**src/rtl/sarray_storec.sv**
```systemverilog
// Drain stage for the systolic array: buffers bottom-port result rows in a
// small FIFO and issues one AW store per row at base + cnt * row stride.
module sarray_storec #(
  parameter int ADDR_WIDTH         = 64,
  parameter int SARRAY_STORE_WIDTH = 256,
  parameter int TMMA_CNT_WIDTH     = 6,
  parameter int ROW_STRIDE_SHIFT   = 8,
  parameter int FIFO_DEPTH         = 8
) (
  input  logic                          clk,
  input  logic                          rst,
  input  logic                          storec_cmd_valid_i,
  output logic                          storec_cmd_ready_o,
  input  logic [ADDR_WIDTH-1:0]         storec_cmd_addr_i,
  input  logic                          bot_valid_i,
  input  logic [TMMA_CNT_WIDTH-1:0]     bot_cnt_i,
  input  logic [SARRAY_STORE_WIDTH-1:0] bot_data_i,
  output logic                          bot_stall_o,
  output logic                          aw_valid_o,
  input  logic                          aw_ready_i,
  output logic [ADDR_WIDTH-1:0]         aw_addr_o,
  output logic [SARRAY_STORE_WIDTH-1:0] aw_data_o,
  output logic                          storec_done_o,
  output logic                          err_drop_o
);

  localparam int ROWS   = 2 ** TMMA_CNT_WIDTH;
  localparam int PTR_W  = $clog2(FIFO_DEPTH);
  localparam int OCC_W  = PTR_W + 1;
  localparam int SENT_W = TMMA_CNT_WIDTH + 1;

  typedef enum logic [1:0] {IDLE, RUN, DONE} state_t;

  state_t                          state;
  logic [TMMA_CNT_WIDTH-1:0]       mem_cnt  [FIFO_DEPTH];
  logic [SARRAY_STORE_WIDTH-1:0]   mem_data [FIFO_DEPTH];
  logic [PTR_W-1:0]                rd_ptr, wr_ptr;
  logic [OCC_W-1:0]                occ;
  logic [SENT_W-1:0]               sent;
  logic [ADDR_WIDTH-1:0]           base;
  logic                            err_drop;
  logic                            fifo_full, fifo_empty, push, pop;

  always_comb begin
    fifo_full          = (occ == OCC_W'(FIFO_DEPTH));
    fifo_empty         = (occ == '0);
    aw_valid_o         = (state == RUN) && !fifo_empty;
    pop                = aw_valid_o && aw_ready_i;
    // A full FIFO still accepts a row when the head leaves in the same cycle.
    push               = bot_valid_i && (state == RUN) && (!fifo_full || pop);
    storec_cmd_ready_o = (state == IDLE);
    storec_done_o      = (state == DONE);
    bot_stall_o        = (occ >= OCC_W'(FIFO_DEPTH - 2));
    err_drop_o         = err_drop;
    aw_addr_o          = '0;
    aw_data_o          = '0;
    if (aw_valid_o) begin
      aw_addr_o = base + (ADDR_WIDTH'(mem_cnt[rd_ptr]) << ROW_STRIDE_SHIFT);
      aw_data_o = mem_data[rd_ptr];
    end
  end

  always_ff @(posedge clk) begin
    if (push) begin
      mem_cnt[wr_ptr]  <= bot_cnt_i;
      mem_data[wr_ptr] <= bot_data_i;
    end
  end

  always_ff @(posedge clk) begin
    if (rst) begin
      state    <= IDLE;
      rd_ptr   <= '0;
      wr_ptr   <= '0;
      occ      <= '0;
      sent     <= '0;
      base     <= '0;
      err_drop <= 1'b0;
    end else begin
      if (bot_valid_i && !push) err_drop <= 1'b1;
      if (push) wr_ptr <= wr_ptr + PTR_W'(1);
      if (pop)  rd_ptr <= rd_ptr + PTR_W'(1);
      case ({push, pop})
        2'b10:   occ <= occ + OCC_W'(1);
        2'b01:   occ <= occ - OCC_W'(1);
        default: ;
      endcase
      case (state)
        IDLE: if (storec_cmd_valid_i) begin
          base  <= storec_cmd_addr_i;
          sent  <= '0;
          state <= RUN;
        end
        RUN: if (pop) begin
          sent <= sent + SENT_W'(1);
          if (sent == SENT_W'(ROWS - 1)) state <= DONE;
        end
        DONE:    state <= IDLE;
        default: state <= IDLE;
      endcase
    end
  end

endmodule
```
**config.mk**
```make
export PLATFORM = sky130hd
export DESIGN_NAME = sarray_storec
export DESIGN_NICKNAME = d
export VERILOG_FILES = /design/src/rtl/sarray_storec.sv
export SDC_FILE = /design/constraint.sdc
export NUM_CORES = 2
export LEC_CHECK = 0
export ABC_AREA = 1
export CAP_MARGIN = 20
export CORE_MARGIN = 1.5
export CORE_UTILIZATION = 40
export CTS_BUF_LIST = sky130_fd_sc_hd__clkbuf_16
export CTS_CLUSTER_DIAMETER = 150
export DETAILED_ROUTE_END_ITERATION = 12
export PLACE_DENSITY = 0.62
export SYNTH_ARGS = -nofsm -noshare
export SYNTH_HDL_FRONTEND = slang
export SYNTH_SLANG_ARGS = --single-unit
```
**constraint.sdc**
```tcl
create_clock -name clk -period 26.7 [get_ports clk]
set_input_delay 2.67 -clock clk [delete_from_list [all_inputs] [get_ports clk]]
set_output_delay 2.67 -clock clk [all_outputs]
set_load 0.005 [all_outputs]
```
After elaboration in Yosys (flattened, before gate mapping)
Memory sizes are Yosys's and may differ from the RTL's. A register that Yosys moved wholly into a read port is not among the register bits.
Index checks and enable logic that the tools add are counted.
{"block": "totals", "word_cells": 57, "out_inout_bits": 325, "mem_bits_rw": 2096, "reg_bits": 84, "memories": 2, "latch_bits": 0, "mem_bits_ro": 0}
{"block": "op_classes", "magnitude_cmp": 1, "mul": 0, "eq_ne": 9, "add_sub_neg": 6, "reduce_logical": 16, "bitwise_logic": 0, "n_shift": 0, "n_mux": 16, "div_mod_pow": 0}
{"memory": "mem_data", "words": 8, "width": 256, "read_ports": 1, "rd_clocked_by_memory_dff": 1, "write_ports": 1, "line": "36", "source": "logic [SARRAY_STORE_WIDTH-1:0] mem_data [FIFO_DEPTH];"}
{"memory": "mem_cnt", "words": 8, "width": 6, "read_ports": 1, "rd_clocked_by_memory_dff": 1, "write_ports": 1, "line": "35", "source": "logic [TMMA_CNT_WIDTH-1:0] mem_cnt [FIFO_DEPTH];"}
{"cell": "$mux 256", "n": 1}
{"cell": "$add 64x14->64", "n": 1}
{"cell": "$mux 64", "n": 1}
{"cell": "$mux 7", "n": 2}
{"cell": "$pmux 7 s2", "n": 1}
{"cell": "$mux 3", "n": 4}
{"cell": "$pmux 4 s2", "n": 1}
{"cell": "$add 7x1->7 const B", "n": 1}
{"cell": "$eq 7x6->1 const B", "n": 1}
{"cell": "$add 3x1->3 const B", "n": 2}
{"cell": "$mux 2", "n": 3}
{"cell": "$reduce_and 3->1", "n": 2}
{"cell": "$logic_and 1x1->1", "n": 5}
{"cell": "$add 4x1->4 const B", "n": 1}
{"cell": "$eq 2x1->1 const B", "n": 2}
{"cell": "$eq 2x2->1 const B", "n": 2}
{"cell": "$eq 4x4->1 const B", "n": 1}
{"cell": "$ge 4x3->1 const B", "n": 1}
{"cell": "$logic_not 4->1", "n": 1}
{"cell": "$ne 2x2->1 const B", "n": 2}
{"cell": "$pmux 2 s2", "n": 1}
{"cell": "$reduce_bool 2->1", "n": 2}
{"cell": "$sub 4x1->4 const B", "n": 1}
{"cell": "$logic_not 1->1", "n": 3}
{"cell": "5 further kinds", "n": 6}

Logic depth before layout (Yosys ltp)
{"block": "logic_depth", "depth_word": 8, "ltp_mapped": 23, "mapped_depth_nobuf": 19}

Least setup slack after synthesis
OpenSTA, ideal clock, no wires.
{"block": "synth_timing", "path_type": "in2reg", "startpoint": "input port bot_valid_i", "endpoint": "memory mem_cnt[4][0] (enable)", "stages": 4, "setup_ps": 1209, "arrival_time_ps": 20785, "n_path_buf": 0, "required_time_ps": 25491, "setup_slack_ps": 4706, "path_cell_list": "inv_1 nor2_1 nand2_1 nor3_1"}
{"block": "synth_between", "elab_chain_cells": 4}
{"element": "from (decl)", "line": "15", "source": "input logic bot_valid_i,"}
{"element": "$logic_and 1x1->1 (2 in a row)", "line": "50", "source": "push = bot_valid_i && (state == RUN) && (!fifo_full || pop);"}
{"element": "$mux 1", "line": "64", "source": "if (push) begin"}
{"element": "$mux 1 (implied by the code)", "line": "65", "source": "mem_cnt[wr_ptr] <= bot_cnt_i;"}
{"element": "to (decl)", "line": "35"}
No other way between the ends.

==> flow_summary.ini <==
[hold_path]
hp-class = reg -> reg
hold_path_depth = 1

[power_and_ir_drop]
sw_frac_of_total_pct = 21.8
p_switching_w = 0.00156
vdd_drop_max_v = 0.0000758
p_seq_share_pct = 52.9
p_per_area_nw_per_um2 = 69.8
p_clk_share_pct = 41.7
finalPower_w = 0.00718
leakage_nw = 33.5
power.internal_w = 0.00562
pwr-share-comb_pct = 5.4

[detailed_routing]
drtIter0Drc = 4455
antenna_left = 0
drt-total-wl_mm = 228
first_pass_iters = 6
avgViaCountPerCell = 5.34
drcViolationCount = 0
wl_per_cell_um = 21.4
vias = 57000

[cts]
path_clk_slew_ps = 60
cts_buffer_depth = 3
cts_root_buffer = clkbuf_16
htreeDepth = 4
insertion_delay_ps = 850
post_cts_buffers = 0
cts_tree = built
ctsHoldBuffers = 0
cts_inserted_buffers = 219
cts.repair.resized = 0
clock_sinks = 2183

[setup_path]
critPathKind = reg -> out
endpoint_kind = primary output
regToRegSetupSlack_ps = 21640
crit_fanout = 94
start_kind = flip-flop
arrival_ps = 7270
r2r_cells = 10
cp_data_required_time_ps = 24030

[synth]
synth.distinct_cells = 26
synth_cells = 7152
synthFlopType = edfxtp_1
ys_ff_latch = 2183
yosys_warnings = 0
synth_area_per_cell_um2 = 12.1
syn-num-nets = 7496
yosysSeqAreaShare_pct = 74.5
postSynth.asyncResetShare_pct = 0
synthesis.area_um2 = 86800
synth-edff-count = 2096

[place]
dp_hpwl_mm = 121
io_buffers = 655
place_inst = 10300
gp_congestion = 0.888

[die]
ios = 656
die-area_um2 = 220000
core_area_um2 = 215000
start_util_pct = 40.4
die_width_um = 469
fp-row-count = 170
die_h_um = 469

[timing]
finClkSkew_ps = 24.3
period_share_pct = 37.2
worstMarginPinSlew_ps = 1280
fin_setup_tns_ps = 0
maxSlewViolCount = 0
rsz0062_at_grt = false
finalHoldViolCount = 0
fmax_mhz = 101
setup_viol = 0
slew_headroom_pct = 14.9
min_period_ps = 9940

[finish]
most-common-layout-cells = edfxtp_1 (2,096), nor2_1 (2,021), o21ai_0 (929), o21ai_1 (724), clkdlybuf4s50_1 (655)
finish.utilization_pct = 47.8
drive_gt1_share_pct = 5.17
instances_no_fill = 10700
layout.nets = 7991
area_growth_pct = 18.5
layout_commonest_cell = edfxtp_1

[status]
outcome = finished, final reports clean

[grt]
track_usage_pct = 20.4
grt_pass1_vias = 54700
grt_pass1_wl_mm = 343
grt_antenna_before_repair = 51
grt_max_degree = 220
gr-total-overflow = 0

[run]
maxCapViolations = 0
==> critical path, stage by stage, from the launching register on <==
cell and delay [ps]:
dfxtp_4 730, buf_4 890, buf_4 720, buf_4 760
buf_4 830, buf_4 720, nor2_1 110, nor2_1 100
o21ai_0 100, o21ai_1 120, o21ai_1 70, a31oi_1 390
clkdlybuf4s50_1 590
==> cells in the mapped netlist, types with 5 or more instances <==
| cell type | instances | share of area (%) |
|---|---|---|
| ha_1 | 11 | 0.16 |
| nor2_1 | 2025 | 8.8 |
| o21ai_1 | 724 | 4.2 |
| o21ai_0 | 929 | 5.4 |
| dfxtp_1 | 87 | 2.0 |
| nand3_1 | 53 | 0.31 |
| nand4_1 | 13 | 0.094 |
| nand2_1 | 239 | 1.0 |
| edfxtp_1 | 2096 | 73 |
| buf_1 | 23 | 0.099 |
| a21oi_1 | 78 | 0.45 |
| xor2_1 | 15 | 0.15 |
| buf_2 | 139 | 0.80 |
| nor3_1 | 15 | 0.087 |
| buf_4 | 20 | 0.17 |
| clkbuf_1 | 281 | 1.2 |
| o22ai_1 | 12 | 0.087 |
| a31oi_1 | 257 | 1.9 |
| inv_2 | 5 | 0.022 |
| inv_1 | 118 | 0.51 |
==> path summary, 6_finish.rpt <==
check        startpoint                to
max           flip-flop    aw_data_o[237]
min           rd_ptr[2]         rd_ptr[2]
max reg2reg    state[1]  mem_data[1][142]
min reg2reg   rd_ptr[2]         rd_ptr[2]
==> routing by layer <==
layer	vias up	GRT usage [%]	share of wire (%)
met5	-	0	0.17
met4	62	6.57	2.6
met3	421	5.12	7.6
met2	1789	32.2	47
met1	28100	27.5	43
li1	26700	-	-
==> cell families after synthesis <==
logic type / count (synthesis) / synth area share [%]
simple gates: 2350 / 10.3
flops: 2183 / 74.5
compound gates: 2003 / 11.9
buf+inv: 586 / 2.82
xor+xnor: 17 / 0.172
fa+ha+maj: 13 / 0.205
==> per-stage QoR <==
| step | worst slack [ps] | hold slack [ps] | cell area [um^2] |
|---|---|---|---|
| 2_1_floorplan | 4710 | 412 | 86800 |
| 3_3_place_gp | 17730 | 426 | 95800 |
| 3_5_place_dp | 17760 | 428 | 95800 |
| 4_1_cts | 16770 | 436 | 103000 |
| 5_1_grt | 16180 | 456 | 103000 |
| 6_report | 16760 | 438 | 103000 |
==> cell type report <==
cell class,instances,area [um^2]
antenna,15,37.5
clock buffer,221,5530
clock inverter,190,1530
fill,18700,112000
inverter,123,492
multi-input combinational,4383,19700
sequential,2183,64700
tap,2838,3550
timing repair buffer,737,7340
==> registers in the layout (all words and copies together), names as in the netlist, named ones only <==
| name | cells |
|---|---|
| mem_cnt | 48 |
| state | 2 |
| err_drop_o | 1 |
| base | 64 |
| mem_data | 2048 |
| occ | 4 |
| wr_ptr | 3 |
| rd_ptr | 3 |
| sent | 7 |
==> power groups by stage <==
stage                     clock network, W  logic, W  registers, W
after detailed placement                 0  0.000387       0.00387
after global placement                   0  0.000381       0.00387
after floorplan                          0  0.000187       0.00388
final                              0.00299  0.000387       0.00380
after global routing               0.00318  0.000430       0.00380
after CTS                          0.00305  0.000390       0.00380
(Power assumes the default switching activity.)
